`config.mk`:
```
export PLATFORM = sky130hd
export DESIGN_NAME = audio_frame_collector_flat
export DESIGN_NICKNAME = d
export VERILOG_FILES = /design/src/rtl/audio_pkg.sv /design/src/rtl/audio_frame_collector_if.sv /design/src/rtl/frame_bank_ram.sv /design/src/rtl/audio_frame_collector.sv /design/src/flat_wrapper.sv
export SDC_FILE = /design/constraint.sdc
export NUM_CORES = 2
export LEC_CHECK = 0
export CORE_MARGIN = 10
export CORE_UTILIZATION = 60
export DETAILED_ROUTE_END_ITERATION = 12
export GPL_TIMING_DRIVEN = 0
export PLACE_DENSITY = 0.83
export SLEW_MARGIN = 20
export SYNTH_ARGS = -nofsm -noshare
export SYNTH_HDL_FRONTEND = slang
export SYNTH_SLANG_ARGS = --single-unit
```
`constraint.sdc`:
```
create_clock -name clk -period 3.9 [get_ports clk]
set_input_delay 0.78 -clock clk [delete_from_list [all_inputs] [get_ports clk]]
set_output_delay 0.78 -clock clk [all_outputs]
set_load 0.005 [all_outputs]
```
`src/rtl/audio_pkg.sv`:
```
// Shared constants and reader state encoding for the audio frame collector.
package audio_pkg;

    localparam int AUDIO_DATA_W    = 16;
    localparam int AUDIO_FRAME_LEN = 64;
    localparam int SEQ_W           = 8;

    typedef enum logic [1:0] {
        RD_IDLE   = 2'd0,
        RD_FETCH  = 2'd1,
        RD_STREAM = 2'd2
    } rd_state_t;

endpackage

```
`src/rtl/audio_frame_collector_if.sv`:
```
// Sample input strobe and framed output stream of the audio frame collector.
interface audio_frame_collector_if #(
    parameter int DATA_W = 16,
    parameter int ADDR_W = 6
);
    import audio_pkg::*;

    logic [DATA_W-1:0] in_data;
    logic              in_valid;
    logic [DATA_W-1:0] out_data;
    logic              out_valid;
    logic              out_ready;
    logic              out_last;
    logic [ADDR_W-1:0] out_index;
    logic [SEQ_W-1:0]  out_frame_seq;

    modport slave (
        input  in_data, in_valid, out_ready,
        output out_data, out_valid, out_last, out_index, out_frame_seq
    );

    modport master (
        output in_data, in_valid, out_ready,
        input  out_data, out_valid, out_last, out_index, out_frame_seq
    );

endinterface

```
`src/rtl/frame_bank_ram.sv`:
```
// Simple dual-port RAM, one write port and one registered read port.
module frame_bank_ram #(
    parameter int DATA_W = 16,
    parameter int ADDR_W = 7
) (
    input  logic              clk,
    input  logic              rst,
    input  logic              wr_en,
    input  logic [ADDR_W-1:0] wr_addr,
    input  logic [DATA_W-1:0] wr_data,
    input  logic              rd_en,
    input  logic [ADDR_W-1:0] rd_addr,
    output logic [DATA_W-1:0] rd_data
);

    logic [DATA_W-1:0] mem [0:(1<<ADDR_W)-1];

    always_ff @(posedge clk) begin
        if (wr_en) mem[wr_addr] <= wr_data;
    end

    always_ff @(posedge clk) begin
        if (rst)        rd_data <= '0;
        else if (rd_en) rd_data <= mem[rd_addr];
    end

endmodule

```
`src/rtl/audio_frame_collector.sv`:
```
// Packs the sample stream into ping-pong frame banks and replays each full frame.
module audio_frame_collector
    import audio_pkg::*;
#(
    parameter int DATA_W    = AUDIO_DATA_W,
    parameter int FRAME_LEN = AUDIO_FRAME_LEN,
    parameter int ADDR_W    = $clog2(FRAME_LEN)
) (
    input  logic                    clk,
    input  logic                    rst,
    audio_frame_collector_if.slave  bus,
    output logic                    overflow,
    output logic [SEQ_W-1:0]        dropped_frames
);

    localparam logic [ADDR_W-1:0] PTR_LAST = ADDR_W'(FRAME_LEN - 1);

    function automatic logic [SEQ_W-1:0] sat_inc(input logic [SEQ_W-1:0] v);
        return (v == '1) ? v : v + 1'b1;
    endfunction

    logic              wbank, rbank;
    logic [ADDR_W-1:0] wptr, rptr;
    logic [1:0]        full;
    logic [SEQ_W-1:0]  wseq;
    logic [SEQ_W-1:0]  tag [2];
    rd_state_t         state, state_nxt;
    logic              rd_en, rel;
    logic              wbank_free, wr_en, frame_done;
    logic [DATA_W-1:0] sample_p1;

    // Writes are gated while the target bank still holds an unread frame,
    // so the reader never sees a torn frame.
    assign wbank_free = !full[wbank] || (rel && (rbank == wbank));
    assign wr_en      = bus.in_valid && wbank_free;
    assign frame_done = bus.in_valid && (wptr == PTR_LAST);

    always_ff @(posedge clk) begin
        if (rst) begin
            wbank          <= 1'b0;
            wptr           <= '0;
            wseq           <= '0;
            overflow       <= 1'b0;
            dropped_frames <= '0;
        end else if (bus.in_valid) begin
            wptr <= wptr + 1'b1;
            if (frame_done) begin
                wseq <= wseq + 1'b1;
                if (wbank_free) begin
                    wbank      <= ~wbank;
                    tag[wbank] <= wseq;
                end else begin
                    overflow       <= 1'b1;
                    dropped_frames <= sat_inc(dropped_frames);
                end
            end
        end
    end

    // Set after clear: a bank released and refilled on one edge stays full.
    always_ff @(posedge clk) begin
        if (rst) begin
            full <= 2'b00;
        end else begin
            if (rel) full[rbank] <= 1'b0;
            if (frame_done && wbank_free) full[wbank] <= 1'b1;
        end
    end

    always_ff @(posedge clk) begin
        if (rst) state <= RD_IDLE;
        else     state <= state_nxt;
    end

    always_comb begin
        state_nxt = state;
        rd_en     = 1'b0;
        rel       = 1'b0;
        case (state)
            RD_IDLE:   if (full[rbank]) state_nxt = RD_FETCH;
            RD_FETCH: begin
                rd_en     = 1'b1;
                state_nxt = RD_STREAM;
            end
            RD_STREAM: if (bus.out_ready) begin
                rel       = (rptr == PTR_LAST);
                state_nxt = (rptr == PTR_LAST) ? RD_IDLE : RD_FETCH;
            end
            default:   state_nxt = RD_IDLE;
        endcase
    end

    always_ff @(posedge clk) begin
        if (rst) begin
            rptr  <= '0;
            rbank <= 1'b0;
        end else if (state == RD_STREAM && bus.out_ready) begin
            rptr <= rptr + 1'b1;
            if (rel) rbank <= ~rbank;
        end
    end

    frame_bank_ram #(
        .DATA_W (DATA_W),
        .ADDR_W (ADDR_W + 1)
    ) u_ram (
        .clk     (clk),
        .rst     (rst),
        .wr_en   (wr_en),
        .wr_addr ({wbank, wptr}),
        .wr_data (bus.in_data),
        .rd_en   (rd_en),
        .rd_addr ({rbank, rptr}),
        .rd_data (sample_p1)
    );

    // Stream stage: sideband registered alongside the RAM read data.
    always_ff @(posedge clk) begin
        if (rst) begin
            bus.out_valid     <= 1'b0;
            bus.out_last      <= 1'b0;
            bus.out_index     <= '0;
            bus.out_frame_seq <= '0;
        end else if (state == RD_FETCH) begin
            bus.out_valid     <= 1'b1;
            bus.out_index     <= rptr;
            bus.out_last      <= (rptr == PTR_LAST);
            bus.out_frame_seq <= tag[rbank];
        end else if (state == RD_STREAM && bus.out_ready) begin
            bus.out_valid <= 1'b0;
        end
    end

    assign bus.out_data = sample_p1;

endmodule

```
`src/flat_wrapper.sv`:
```
// flat-port wrapper written by rule: the top's interface ports become plain ports
module audio_frame_collector_flat import audio_pkg::*;
#(
    parameter int DATA_W    = AUDIO_DATA_W,
    parameter int FRAME_LEN = AUDIO_FRAME_LEN,
    parameter int ADDR_W    = $clog2(FRAME_LEN)
)
  (clk, rst, overflow, dropped_frames, bus_in_data, bus_in_valid, bus_out_ready, bus_out_data, bus_out_valid, bus_out_last, bus_out_index, bus_out_frame_seq);
  audio_frame_collector_if #(.DATA_W(DATA_W), .ADDR_W(ADDR_W)) bus_i ();
  input  logic clk;
  input  logic rst;
  output logic overflow;
  output logic [SEQ_W-1:0] dropped_frames;
  input wire logic [$bits(bus_i.in_data)-1:0] bus_in_data;
  input wire logic [$bits(bus_i.in_valid)-1:0] bus_in_valid;
  input wire logic [$bits(bus_i.out_ready)-1:0] bus_out_ready;
  output wire logic [$bits(bus_i.out_data)-1:0] bus_out_data;
  output wire logic [$bits(bus_i.out_valid)-1:0] bus_out_valid;
  output wire logic [$bits(bus_i.out_last)-1:0] bus_out_last;
  output wire logic [$bits(bus_i.out_index)-1:0] bus_out_index;
  output wire logic [$bits(bus_i.out_frame_seq)-1:0] bus_out_frame_seq;
  assign bus_i.in_data = bus_in_data;
  assign bus_i.in_valid = bus_in_valid;
  assign bus_i.out_ready = bus_out_ready;
  assign bus_out_data = bus_i.out_data;
  assign bus_out_valid = bus_i.out_valid;
  assign bus_out_last = bus_i.out_last;
  assign bus_out_index = bus_i.out_index;
  assign bus_out_frame_seq = bus_i.out_frame_seq;
  audio_frame_collector #(.DATA_W(DATA_W), .FRAME_LEN(FRAME_LEN), .ADDR_W(ADDR_W)) u_core (.clk(clk), .rst(rst), .bus(bus_i), .overflow(overflow), .dropped_frames(dropped_frames));
endmodule
```
Yosys cells after proc, flatten, opt, wreduce, memory -nomap -nowiden
Memory sizes are Yosys's and may differ from the RTL's. A register that Yosys moved wholly into a read port is not among the register bits.
Index checks and enable logic that the tools add are counted.
W data, S select, Z words.

word-level totals
  register bits = 43
  bits in latches = 0
  bits in writable memories = 2,064
  bits in read-only memories = 0
  bits of input ports = 20
  output and inout bits = 41
  word-level logic and storage cells = 81
  memories = 2

cells by class
  add/subtract/negate cells = 4
  $mul = 0
  div/mod/pow operators = 0
  order comparisons = 4
  equal/unequal tests = 8
  shifts and indexed selects = 0
  muxes and demuxes = 27
  bitwise operators = 7
  reductions and logical operators = 17

memories
  memory            words  width  rd ports  clocked after memory_dff  wr ports  line                         text
  u_core.u_ram.mem  128    16     1         1                         1         frame_bank_ram.sv:16         logic [DATA_W-1:0] mem [0:(1<<ADDR_W)-1];
  u_core.tag        2      8      1         1                         1         audio_frame_collector.sv:26  logic [SEQ_W-1:0] tag [2];

operators with widths
  cell                   number
  $mux W1                19
  $add A8 B1 Y8 const B  2
  $add A6 B1 Y6 const B  2
  $eq A6 B6 Y1 const B   2
  $mux W2                5
  $eq A8 B8 Y1 const B   1
  $logic_and A1 B1 Y1    7
  $pmux W2 S3            1
  $reduce_and A2 Y1      3
  $reduce_and A3 Y1      2
  $lt A1 B2 Y1 const B   2
  $not A1 Y1             4
  $reduce_and A4 Y1      1
  $and A2 B2 Y2          1
  $demux W1 S1           2
  $eq A2 B1 Y1 const B   1
  $eq A2 B2 Y1 const B   1
  $ge A1 B1 Y1 const B   2
  $logic_not A2 Y1       1
  $ne A2 B1 Y1 const B   1
  $ne A2 B2 Y1 const B   1
  $not A2 Y2             1
  $or A2 B2 Y2           1
  $reduce_bool A2 Y1     1
  other kinds (3)        3

Depth between registers and ports, before layout
  depth in word-level cells = 10
  depth in mapped cells = 11
  depth with buffers taken out = 7

Cells and area by module
Synthesis repeated with hierarchy kept, for this count alone.

unflattened totals
  cells, all modules = 3,843
  area total of the unflattened synthesis = 82,371.5 sq um

modules (own cells, without submodules)
  module                 instances  cells each  area an instance (sq um)  seq. area each (sq um)
  frame_bank_ram         1          3,575       79,578.8                  61,819.3
  audio_frame_collector  1          268         2,792.7                   1,501.4

Worst setup path after synthesis
No wires, ideal clock.

  path type = input to register
  from = input bus_out_ready
  to = memory u_core.u_ram.mem[57][0] (enable)
  arrival = 2.866 ns
  data required time = 3.511 ns
  path slack = 0.646 ns
  cell stages on the path = 7
  buffers on the path = 1
  cells stage by stage = nand3b_1 -> o41ai_2 -> mux2i_2 -> nor3b_4 -> nand2_1 -> buf_2 -> nor2_1

on the way
  word-level cells in the longest chain between the ends = 7

RTL lines
  element                        line                         text
  from (decl)                    flat_wrapper.sv:16           input wire logic [$bits(bus_i.out_ready)-1:0] bus_out_ready;
  $mux W1                        audio_frame_collector.sv:85  RD_STREAM: if (bus.out_ready) begin
  $mux W1                        audio_frame_collector.sv:79  case (state)
  $logic_and A1 B1 Y1            audio_frame_collector.sv:34  assign wbank_free = !full[wbank] || (rel && (rbank == wbank));
  $logic_or A1 B1 Y1             audio_frame_collector.sv:34
  $logic_and A1 B1 Y1            audio_frame_collector.sv:35  assign wr_en = bus.in_valid && wbank_free;
  $mux W1                        frame_bank_ram.sv:19         if (wr_en) mem[wr_addr] <= wr_data;
  $mux W1 (implied by the code)  frame_bank_ram.sv:19
  to (decl)                      frame_bank_ram.sv:16

No other way between the ends.

==> impl_results.md <==
- Most common cell after layout, fill and taps aside: edfxtp_1
- Final instance area: roughly 0.094 mm²
- Die width: about 390 µm
- Post-Layout Cell Count: between 6000 and 7000
- Post-synth top area share: approximately three quarters
- Dpl cells: 5824
- Antenna-violating nets left: 0
- Maximum VDD drop: around 550 µV
- Post-Syn Area per Cell: 21.3 µm²
- Failing checks: setup timing
- Grt ovf: 0
- Leakage: around 29 nW
- Main area contributors after synthesis: edfxtp_1 (75%), mux4_2 (13%), mux2i_1 (2.4%)
- CTS tree: done
- Pwr Density: around 470 mW/mm²
- Die Ht: about 390 µm
- Port Buf Inserts: slightly below 60
- Largest family of logic cells by synthesized area: multiplexers
- Final wirelength: about 250 mm
- Clk pin slew, worst setup/hold paths: approximately 0.07 ns
- Routed len/inst: ~41 µm
- # IOs: 61
- RSZ-0062 raised after global routing: no
- Share of cells above drive strength 1: ~28%
- Rows: between 100 and 150
- Clock buffer depth: 3
- Routed vias: 46600
- Total CTS buffers: approximately 190
- DRT iter0 DRCs: around 9000
- DRC Markers: 0
- WS Path Type: flip-flop to flip-flop
- Placed cell area: 0.0873 mm²
- Minimum clock period: about 4.1 ns
- Post-synthesis sequential area ratio: just under 80%
- Worst EP arrival: 4.78 ns
- Gr usage total: between 30% and 40%
- R2R Path Start: u_core.rptr[1]
- Starting Density: between 60% and 70%
- Worst Setup End Kind: flip-flop
- Worst slew pin tran: 1.28 ns
- Status: finished with violations
- Initial antenna violation count: 18
- Flops & latches, synth: 2131
- TritonCTS Sinks: 2131
- Cell taking the most area after synthesis: edfxtp_1
- Max Transition Viols Final: 0
- Worst Hold Class: primary input to flip-flop
- Synth Area in XOR/XNOR: 0.234%
- First-pass GRT wire length: around 350 mm
- Cts hold-fix bufs: 0
- Largest net degree at the start of global routing: between 100 and 150
- Vias in the first global route: 45100
- TritonRoute pass-1 iters: 7
- Min-delay src: bus_in_data[12]
- Synth Area in Adders: less than 1%
- Asr flop ratio synth: 0%
- Max Clock Freq: approximately 250 MHz
- Root Driver: clkbuf_16
- Commonest non-fill, non-tap cells in the layout: edfxtp_1 (2064), mux4_2 (469), clkbuf_16 (194), mux2i_1 (193), clkbuf_1 (100)
- Netlist Area Pre-Place: just over 0.08 mm²
- Final Cycle Share: 104%
- Critical path launch point: u_core.rptr[1]
- Die footprint: between 0.15 and 0.2 mm²
- Mux contribution to synthesized area: about 15%
- CP Max Fanout: 10
- Startpoint type of the worst setup path: flip-flop
- Fin Hold WS: between 0.3 and 0.4 ns
- Compound-Gate Fraction of Synth Area: about 3.4%
- RePlAce Congestion: 1.07
- Syn_nets: just under 4000
- Worst Slack Setup Final: -0.166 ns
- Post-Synth Simple-Gate Area: 2.13%
- CORE AREA: 0.136 mm²
- Synth cell types: 66
- P&R area growth vs syn: 14.7%
- Worst slew margin: between 10% and 20%
- Clock Latency Late Sink: 0.86 ns
- Syn. warnings: 0
- # setup viols final: 12
- CTS H-tree lvls: 4
- Top_reg_cell synth: edfxtp_1
- MaxCap Viol Count: 0
- Clock skew: approximately 0.043 ns
- Cell count after synthesis: roughly 3900
- Number of synthesized flops with an enable pin: 2064
- Worst Path Required: 4.61 ns
- Final hold violations: 0
- DR vias/cell: between 7 and 8
- Nets@finish: between 4000 and 5000
- Dpl hpwl: 155 mm
==> final cells by class <==
type                            instances  area [µm²]
Tap cell                             1781        2230
Antenna cell                            9        22.5
Clock buffer                          226        4970
Buffer                                223        1480
Inverter                                6        22.5
Clock inverter                        135        1240
Timing Repair Buffer                  194        2560
Multi-Input combinational cell       1494       18400
Sequential cell                      2131       63300
Fill cell                            7430       41600
==> cell usage after synthesis, drive strengths merged, types with 2 or more instances <==
cell type and number:
a211o 2, a211oi 54, a21oi 72, a221oi 12, a22oi 48, a311o 3, a31oi 11, and2 5
and3 4, buf 142, clkbuf 82, dfxtp 67, edfxtp 2064, ha 4, inv 6, mux2 14
mux2i 194, mux4 469, nand2 104, nand2b 4, nand3 16, nand3b 3, nand4 10, nor2 187
nor2b 41, nor3 6, o211ai 3, o21ai 44, o21bai 10, o221ai 69, o22ai 49, o31ai 12
o41ai 2, or2 3, or3 2, xnor2 9, xor2 13
==> through the flow <==
| step | setup WS [ns] | TNS, ns | utilization [%] | power [mW] |
|---|---|---|---|---|
| 2_1_floorplan | 0.646 | 0 | - | 25.7 |
| 3_3_place_gp | -2.05 | -5308.38 | 62.6 | 26.2 |
| 3_5_place_dp | -0.969 | -936.77 | 64.3 | 26.2 |
| 4_1_cts | 0.000971 | 0 | 69.1 | 44.6 |
| 5_1_grt | 0.00774 | 0 | 69.4 | 45.5 |
| 6_report | -0.166 | -1.15 | 69.4 | 44.7 |
==> where the power goes <==
group / switching, mW / internal, mW
combinational: 0.576 / 0.124
clock: 8.53 / 10.4
sequential: 0.0169 / 25.1
total: 9.13 / 35.6
==> kinds of logic after synthesis <==
family | after synthesis
flip-flops | 2131
multiplexers | 677
AO/OA/AOI/OAI | 398
AND/OR/NAND/NOR | 393
buffers and inverters | 230
XOR/XNOR | 22
adder cells (fa/ha/maj) | 4
==> final timing paths <==
path | cells after the start | to | slack, ns
max | 9 | u_core.u_ram.rd_data[11] | -0.17
min | 1 | u_core.u_ram.mem[48][12] | 0.30
max reg2reg | 9 | u_core.u_ram.rd_data[11] | -0.17
min reg2reg | 2 | u_core.bus.out_index[4] | 0.49
==> per-layer routing <==
layer	up-vias	wire, µm	share of wire [%]	global-route usage, %
li1	16900	-	-	-
met1	23200	77300	31	40.0
met2	5218	113000	45	48.6
met3	1137	39800	16	13.0
met4	30	21900	8.7	22.0
met5	-	305	0.12	0
==> flip-flops by register name (all words and copies together) (netlist names), 2 cells and up <==
register	count
u_core.wseq	8
u_core.full	2
u_core.rptr	6
u_core.u_ram.mem	2048
u_core.tag	16
u_core.bus.out_frame_seq	8
u_core.wptr	6
u_core.bus.out_index	6
u_core.state	2
u_core.u_ram.rd_data	16
u_core.dropped_frames	8
==> repair_timing <==
| item | in CTS | in global routing |
|---|---|---|
| pin swaps | 1 | 5 |
| setup endpoints to repair | 1335 | 748 |
| resized for setup | 97 | 64 |
| setup buffers | 0 | 6 |
==> worst max-delay path: stages (launching register included) <==
cell	delay [ns]
dfxtp_2	0.52
buf_4	0.28
buf_4	0.39
buf_2	0.43
buf_2	0.43
mux4_2	0.36
a211oi_1	0.75
o31ai_4	0.23
o21ai_0	0.34
a31oi_1	0.16
Power figures use the tool's default switching activity.
